[src/rtl/seq_stage_ctrl_if.sv]
// Handshake/status bundle between the sequencer and the datapath stages of seq_stage_ctrl.
interface seq_stage_ctrl_if #(
  parameter int unsigned CNT_W = 32
);
  logic             start;
  logic             hlt;
  logic             instr_validity;
  logic             imem_error;
  logic             dmem_error;
  logic             mem_ready;
  logic             step;
  logic             fetch_en;
  logic             decode_en;
  logic             exec_en;
  logic             mem_en;
  logic             wb_en;
  logic             pc_en;
  logic [2:0]       stat;
  logic             busy;
  logic [CNT_W-1:0] cycle_count;
  logic [CNT_W-1:0] instr_count;

  modport master (
    output start, hlt, instr_validity, imem_error, dmem_error, mem_ready, step,
    input  fetch_en, decode_en, exec_en, mem_en, wb_en, pc_en, stat, busy,
    input  cycle_count, instr_count
  );

  modport slave (
    input  start, hlt, instr_validity, imem_error, dmem_error, mem_ready, step,
    output fetch_en, decode_en, exec_en, mem_en, wb_en, pc_en, stat, busy,
    output cycle_count, instr_count
  );
endinterface

[src/rtl/seq_stage_ctrl.sv]
// Multi-cycle processor sequencer: one-hot stage enables, status code and saturating counters.
// Optional single-step pause after each instruction when SEQ_SINGLE_STEP_EN is defined.
module seq_stage_ctrl #(
  parameter int unsigned CNT_W = 32
) (
  input  logic           clk,
  input  logic           rst,
  seq_stage_ctrl_if.slave bus
);

  typedef enum logic [3:0] {
    StIdle, StFetch, StDecode, StExecute, StMemory, StWriteback, StPcUpd, StPause, StHalted
  } state_e;

  localparam logic [2:0] StatAok = 3'd1;
  localparam logic [2:0] StatHlt = 3'd2;
  localparam logic [2:0] StatAdr = 3'd3;
  localparam logic [2:0] StatIns = 3'd4;
  localparam logic [CNT_W-1:0] CntMax = '1;

  state_e           state_q, state_d;
  logic [2:0]       stat_q, stat_d;
  logic [5:0]       en_q, en_d;
  logic             busy_q, busy_d;
  logic [CNT_W-1:0] cyc_q, cyc_d;
  logic [CNT_W-1:0] instr_q, instr_d;

  always_comb begin
    state_d = state_q;
    stat_d  = stat_q;
    unique case (state_q)
      StIdle:      if (bus.start) state_d = StFetch;
      StFetch:     state_d = StDecode;
      StDecode: begin
        // Fetch status arrives one cycle after fetch_en; faults outrank a clean halt.
        if (bus.imem_error) begin
          state_d = StHalted;
          stat_d  = StatAdr;
        end else if (!bus.instr_validity) begin
          state_d = StHalted;
          stat_d  = StatIns;
        end else if (bus.hlt) begin
          state_d = StHalted;
          stat_d  = StatHlt;
        end else begin
          state_d = StExecute;
        end
      end
      StExecute:   state_d = StMemory;
      StMemory: begin
        if (bus.dmem_error) begin
          state_d = StHalted;
          stat_d  = StatAdr;
        end else if (bus.mem_ready) begin
          state_d = StWriteback;
        end
      end
      StWriteback: state_d = StPcUpd;
`ifdef SEQ_SINGLE_STEP_EN
      StPcUpd:     state_d = StPause;
      StPause:     if (bus.step) state_d = StFetch;
`else
      StPcUpd:     state_d = StFetch;
      StPause:     state_d = StFetch;
`endif
      StHalted:    state_d = StHalted;
      default:     state_d = StIdle;
    endcase
  end

`ifndef SEQ_SINGLE_STEP_EN
  logic unused_step;
  assign unused_step = bus.step;
`endif

  // Outputs are decoded from the next state so the registered copies line up with state_q.
  always_comb begin
    en_d = '0;
    unique case (state_d)
      StFetch:     en_d = 6'b100000;
      StDecode:    en_d = 6'b010000;
      StExecute:   en_d = 6'b001000;
      StMemory:    en_d = 6'b000100;
      StWriteback: en_d = 6'b000010;
      StPcUpd:     en_d = 6'b000001;
      default:     en_d = '0;
    endcase
    busy_d  = (state_d != StIdle) && (state_d != StHalted);
    cyc_d   = (busy_q && (cyc_q != CntMax)) ? cyc_q + CNT_W'(1) : cyc_q;
    instr_d = ((state_q == StPcUpd) && (instr_q != CntMax)) ? instr_q + CNT_W'(1) : instr_q;
  end

  always_ff @(posedge clk) begin
    if (rst) begin
      state_q <= StIdle;
      stat_q  <= StatAok;
      en_q    <= '0;
      busy_q  <= 1'b0;
      cyc_q   <= '0;
      instr_q <= '0;
    end else begin
      state_q <= state_d;
      stat_q  <= stat_d;
      en_q    <= en_d;
      busy_q  <= busy_d;
      cyc_q   <= cyc_d;
      instr_q <= instr_d;
    end
  end

  assign bus.fetch_en    = en_q[5];
  assign bus.decode_en   = en_q[4];
  assign bus.exec_en     = en_q[3];
  assign bus.mem_en      = en_q[2];
  assign bus.wb_en       = en_q[1];
  assign bus.pc_en       = en_q[0];
  assign bus.stat        = stat_q;
  assign bus.busy        = busy_q;
  assign bus.cycle_count = cyc_q;
  assign bus.instr_count = instr_q;

endmodule

[src/flat_wrapper.sv]
// flat-port wrapper written by rule: the top's interface ports become plain ports
module seq_stage_ctrl_flat 
#(
  parameter int unsigned CNT_W = 32
)
  (clk, rst, bus_start, bus_hlt, bus_instr_validity, bus_imem_error, bus_dmem_error, bus_mem_ready, bus_step, bus_fetch_en, bus_decode_en, bus_exec_en, bus_mem_en, bus_wb_en, bus_pc_en, bus_stat, bus_busy, bus_cycle_count, bus_instr_count);
  seq_stage_ctrl_if #(.CNT_W(CNT_W)) bus_i ();
  input  logic clk;
  input  logic rst;
  input wire logic [$bits(bus_i.start)-1:0] bus_start;
  input wire logic [$bits(bus_i.hlt)-1:0] bus_hlt;
  input wire logic [$bits(bus_i.instr_validity)-1:0] bus_instr_validity;
  input wire logic [$bits(bus_i.imem_error)-1:0] bus_imem_error;
  input wire logic [$bits(bus_i.dmem_error)-1:0] bus_dmem_error;
  input wire logic [$bits(bus_i.mem_ready)-1:0] bus_mem_ready;
  input wire logic [$bits(bus_i.step)-1:0] bus_step;
  output wire logic [$bits(bus_i.fetch_en)-1:0] bus_fetch_en;
  output wire logic [$bits(bus_i.decode_en)-1:0] bus_decode_en;
  output wire logic [$bits(bus_i.exec_en)-1:0] bus_exec_en;
  output wire logic [$bits(bus_i.mem_en)-1:0] bus_mem_en;
  output wire logic [$bits(bus_i.wb_en)-1:0] bus_wb_en;
  output wire logic [$bits(bus_i.pc_en)-1:0] bus_pc_en;
  output wire logic [$bits(bus_i.stat)-1:0] bus_stat;
  output wire logic [$bits(bus_i.busy)-1:0] bus_busy;
  output wire logic [$bits(bus_i.cycle_count)-1:0] bus_cycle_count;
  output wire logic [$bits(bus_i.instr_count)-1:0] bus_instr_count;
  assign bus_i.start = bus_start;
  assign bus_i.hlt = bus_hlt;
  assign bus_i.instr_validity = bus_instr_validity;
  assign bus_i.imem_error = bus_imem_error;
  assign bus_i.dmem_error = bus_dmem_error;
  assign bus_i.mem_ready = bus_mem_ready;
  assign bus_i.step = bus_step;
  assign bus_fetch_en = bus_i.fetch_en;
  assign bus_decode_en = bus_i.decode_en;
  assign bus_exec_en = bus_i.exec_en;
  assign bus_mem_en = bus_i.mem_en;
  assign bus_wb_en = bus_i.wb_en;
  assign bus_pc_en = bus_i.pc_en;
  assign bus_stat = bus_i.stat;
  assign bus_busy = bus_i.busy;
  assign bus_cycle_count = bus_i.cycle_count;
  assign bus_instr_count = bus_i.instr_count;
  seq_stage_ctrl #(.CNT_W(CNT_W)) u_core (.clk(clk), .rst(rst), .bus(bus_i));
endmodule
[config.mk]
export PLATFORM = sky130hd
export DESIGN_NAME = seq_stage_ctrl_flat
export DESIGN_NICKNAME = d
export VERILOG_FILES = /design/src/rtl/seq_stage_ctrl_if.sv /design/src/rtl/seq_stage_ctrl.sv /design/src/flat_wrapper.sv
export SDC_FILE = /design/constraint.sdc
export NUM_CORES = 1
export LEC_CHECK = 0
export BUFFER_PORTS_ARGS = -buffer_cell sky130_fd_sc_hd__buf_4
export CORE_MARGIN = 1
export CORE_UTILIZATION = 54
export CTS_CLUSTER_SIZE = 40
export DETAILED_ROUTE_END_ITERATION = 8
export GPL_TIMING_DRIVEN = 0
export PLACE_DENSITY = 0.84
export SLEW_MARGIN = 20
export SYNTH_ARGS = -nofsm -noshare
export SYNTH_HDL_FRONTEND = slang
export SYNTH_SLANG_ARGS = --single-unit
[constraint.sdc]
create_clock -name clk -period 3 [get_ports clk]
set_input_delay 0.6 -clock clk [delete_from_list [all_inputs] [get_ports clk]]
set_output_delay 0.6 -clock clk [all_outputs]
set_load 0.01 [all_outputs]
==> flow_metrics.py <==
metrics = {
    "final_layout": {
        "syn_to_final_growth_pct": 25.8,
        "multi_input_area_sq_um": 2130,
        "fillers": 552,
        "antenna_cells": 0,
        "regArea_sq_um": 1560,
        "layout-drive-gt1-share_pct": 21.8,
        "nets": 548,
    },
    "power": {
        "switching_share_pct": 21.8,
        "power_density_nw_per_um2": 450,
        "p_int_mw": 1.69,
        "cellLeakagePower_nw": 1.86,
        "clock_power_share_pct": 46.3,
        "p_comb_share_pct": 4.6,
        "p_switching_uw": 469,
        "power.total_mw": 2.16,
        "ir_worst_vdd_mv": 0.418,
        "power_frac_seq_pct": 49.2,
    },
    "logic_synthesis": {
        "synth_cell_types": 46,
        "async_reset_ff_share_pct": 0,
        "syn_area_sq_um": 3810,
        "syn_avg_cell_area_sq_um": 8.56,
        "synth_area_leaders": "dfxtp_1, xnor2_1, nor2_1, a21oi_1, nand3_1",
        "synth_commonest_cells": "dfxtp_1, nor2_1, a21oi_1, nand3_1, xnor2_1",
        "synth-main-ff-cell": "dfxtp_1",
        "syn-num-nets": 456,
        "postSynthCellCount": 445,
        "synth_top_area_share_pct": 41.0,
        "synth-seq-cells": 78,
        "synth-edff-count": 0,
        "synth.largest_area_cell": "dfxtp_1",
        "synth_most_common_cell": "dfxtp_1",
        "yosysSeqAreaShare_pct": 41.0,
        "ys_warn_count": 0,
    },
    "placed_design": {
        "port_buffers": 81,
        "routabilityCongestion": 0.884,
        "dp.final_hpwl_microns": 6850,
    },
    "cts": {
        "hold_buffers": 0,
        "clk_latency_ns": 0.36,
        "clkSinkCount": 78,
        "clockBufferDepth": 2,
        "postCtsSetupRepairBufs": 0,
        "cts_tree": "yes",
        "clkTransAtPathRegs_ns": 0.08,
        "ctsResizeCount": 0,
        "htree_levels": 3,
        "clockRootBuffer": "clkbuf_8",
        "cts_buffers": 9,
    },
    "critical_path": {
        "crit_arrival_ns": 2.80,
        "crit_required_ns": 3.25,
        "start_kind": "flop",
        "worstPathMaxFanout": 6,
        "cp-end-kind": "flop",
        "timing_worst_setup_path_type": "reg2reg",
    },
    "timing": {
        "setup_viol": 0,
        "rsz0062_at_grt": "no",
        "worstMarginPinSlew_ns": 0.998,
        "finClkSkew_ns": 0.00395,
        "slew_viol_final": 0,
        "clock.fmax_ghz": 0.392,
        "hold_violations": 0,
        "fin_crit_sh_pct": 85.1,
        "setup_tns_ns": 0,
        "slew_headroom_pct": 31.8,
        "fin_crit_ns": 2.55,
    },
    "global_routing": {
        "antenna_found_initial": 0,
        "grt_util_met3_pct": 5.20,
        "top_usage_layer": "met2",
        "grt_pass1_vias": 3324,
        "grt_pass1_wl_microns": 15300,
        "met2_usage_pct": 44.4,
        "grt_max_degree": 14,
        "met1_usage_pct": 31.3,
        "overflow": 0,
        "grt_usage_pct": 26.0,
    },
    "detailed_routing": {
        "drc": 0,
        "post_drt_wl_per_cell_microns": 14.7,
        "firstDrtPassIters": 4,
        "ant_nets": 0,
        "vias_per_cell": 5.71,
        "drt_iter0_drc": 185,
        "vias": 3641,
        "routed_wl_microns": 9360,
    },
    "floorplanning": {
        "rows": 30,
        "start_util_pct": 56.1,
        "die_h_microns": 86.0,
        "core_sq_um": 6790,
        "ios": 83,
        "die_area_sq_um": 7400,
        "fp.dieW_microns": 86.0,
    },
    "job": {
        "maxCapViolations": 0,
    },
    "worst_hold_path": {
        "hp-class": "reg2reg",
    },
    "status": {
        "status": "complete, no violations",
    },
}
## stage by stage
stage	instances	util [%]	setup WS, ns	hold WS (ns)	instance area (sq um)
global route	638	70.6	0.314	0.486	4790
floorplan	445	-	0.852	0.481	3810
finish	638	70.6	0.448	0.460	4790
CTS	638	70.6	0.499	0.466	4790
detailed placement	622	66.8	0.507	0.455	4540
global placement	622	66.8	0.512	0.445	4540
## power groups by stage
stage | Combinational [mW] | Clock, mW | Sequential, mW
after CTS | 0.0987 | 1.01 | 1.06
after global placement | 0.0940 | 0 | 1.08
after floorplan | 0.0539 | 0 | 1.08
after global routing | 0.109 | 1.05 | 1.06
after detailed placement | 0.0985 | 0 | 1.08
final | 0.0981 | 0.998 | 1.06
## per-layer routing
metal / vias up / routed length, microns
met3: 13 / 520
met4: 0 / 173
met2: 104 / 4650
li1: 1791 / -
met5: - / 0
met1: 1733 / 4010
## state kept, by name (all words and copies together), names as in the netlist
register / count
u_core.bus.cycle_count: 32
u_core.bus.instr_count: 32
u_core.en_q: 6
u_core.state_q: 4
u_core.bus.stat: 3
u_core.bus.busy: 1
## layout make-up
type	instances	area share, %
multi-input combinational	336	44.4
sequential	78	32.6
timing repair buffer	81	12.7
clock buffer	11	3.16
tap	96	2.51
clock inverter	5	2.17
buffer	17	1.38
inverter	14	1.10
## logic make-up after synthesis
logic type      count (synthesis)  synth area share, %
flops                          78                 41.0
xor+xnor                       27                 6.21
simple gates                  214                 31.9
compound gates                 77                 12.5
buf+inv                        31                 3.12
mux                            16                 4.63
fa+ha+maj                       2                0.657
## worst paths after layout
| kind | slack, ns | cells past startpoint | endpoint | from |
|---|---|---|---|---|
| min | 0.46 | 2 | u_core.bus.stat[2] | u_core.bus.stat[2] |
| max reg2reg | 0.45 | 5 | u_core.bus.instr_count[22] | u_core.bus.instr_count[2] |
| min reg2reg | 0.46 | 2 | u_core.bus.stat[2] | u_core.bus.stat[2] |
| max | 0.45 | 5 | u_core.bus.instr_count[22] | u_core.bus.instr_count[2] |
## placed cells by master, fill, tap and decap left out, types with 11 or more instances in the layout
cell and instances:
xnor2_1 25, clkbuf_8 11, or3_1 20, dfxtp_1 78, and4_1 13, nand4_1 15, nor2b_1 16, nand3_1 26
a21oi_1 28, nor2_1 55, clkbuf_1 15, buf_4 81, a211oi_1 11, o21ai_0 15, nand2_1 21, inv_1 14
## worst max-delay path, stage by stage, from the launching register on
cell and delay, ns:
dfxtp_1 0.45, and4_1 0.32, nand4_1 0.24, a2111oi_0 0.85, and2b_2 0.28, mux2_1 0.31
Power figures use the tool's default switching activity.
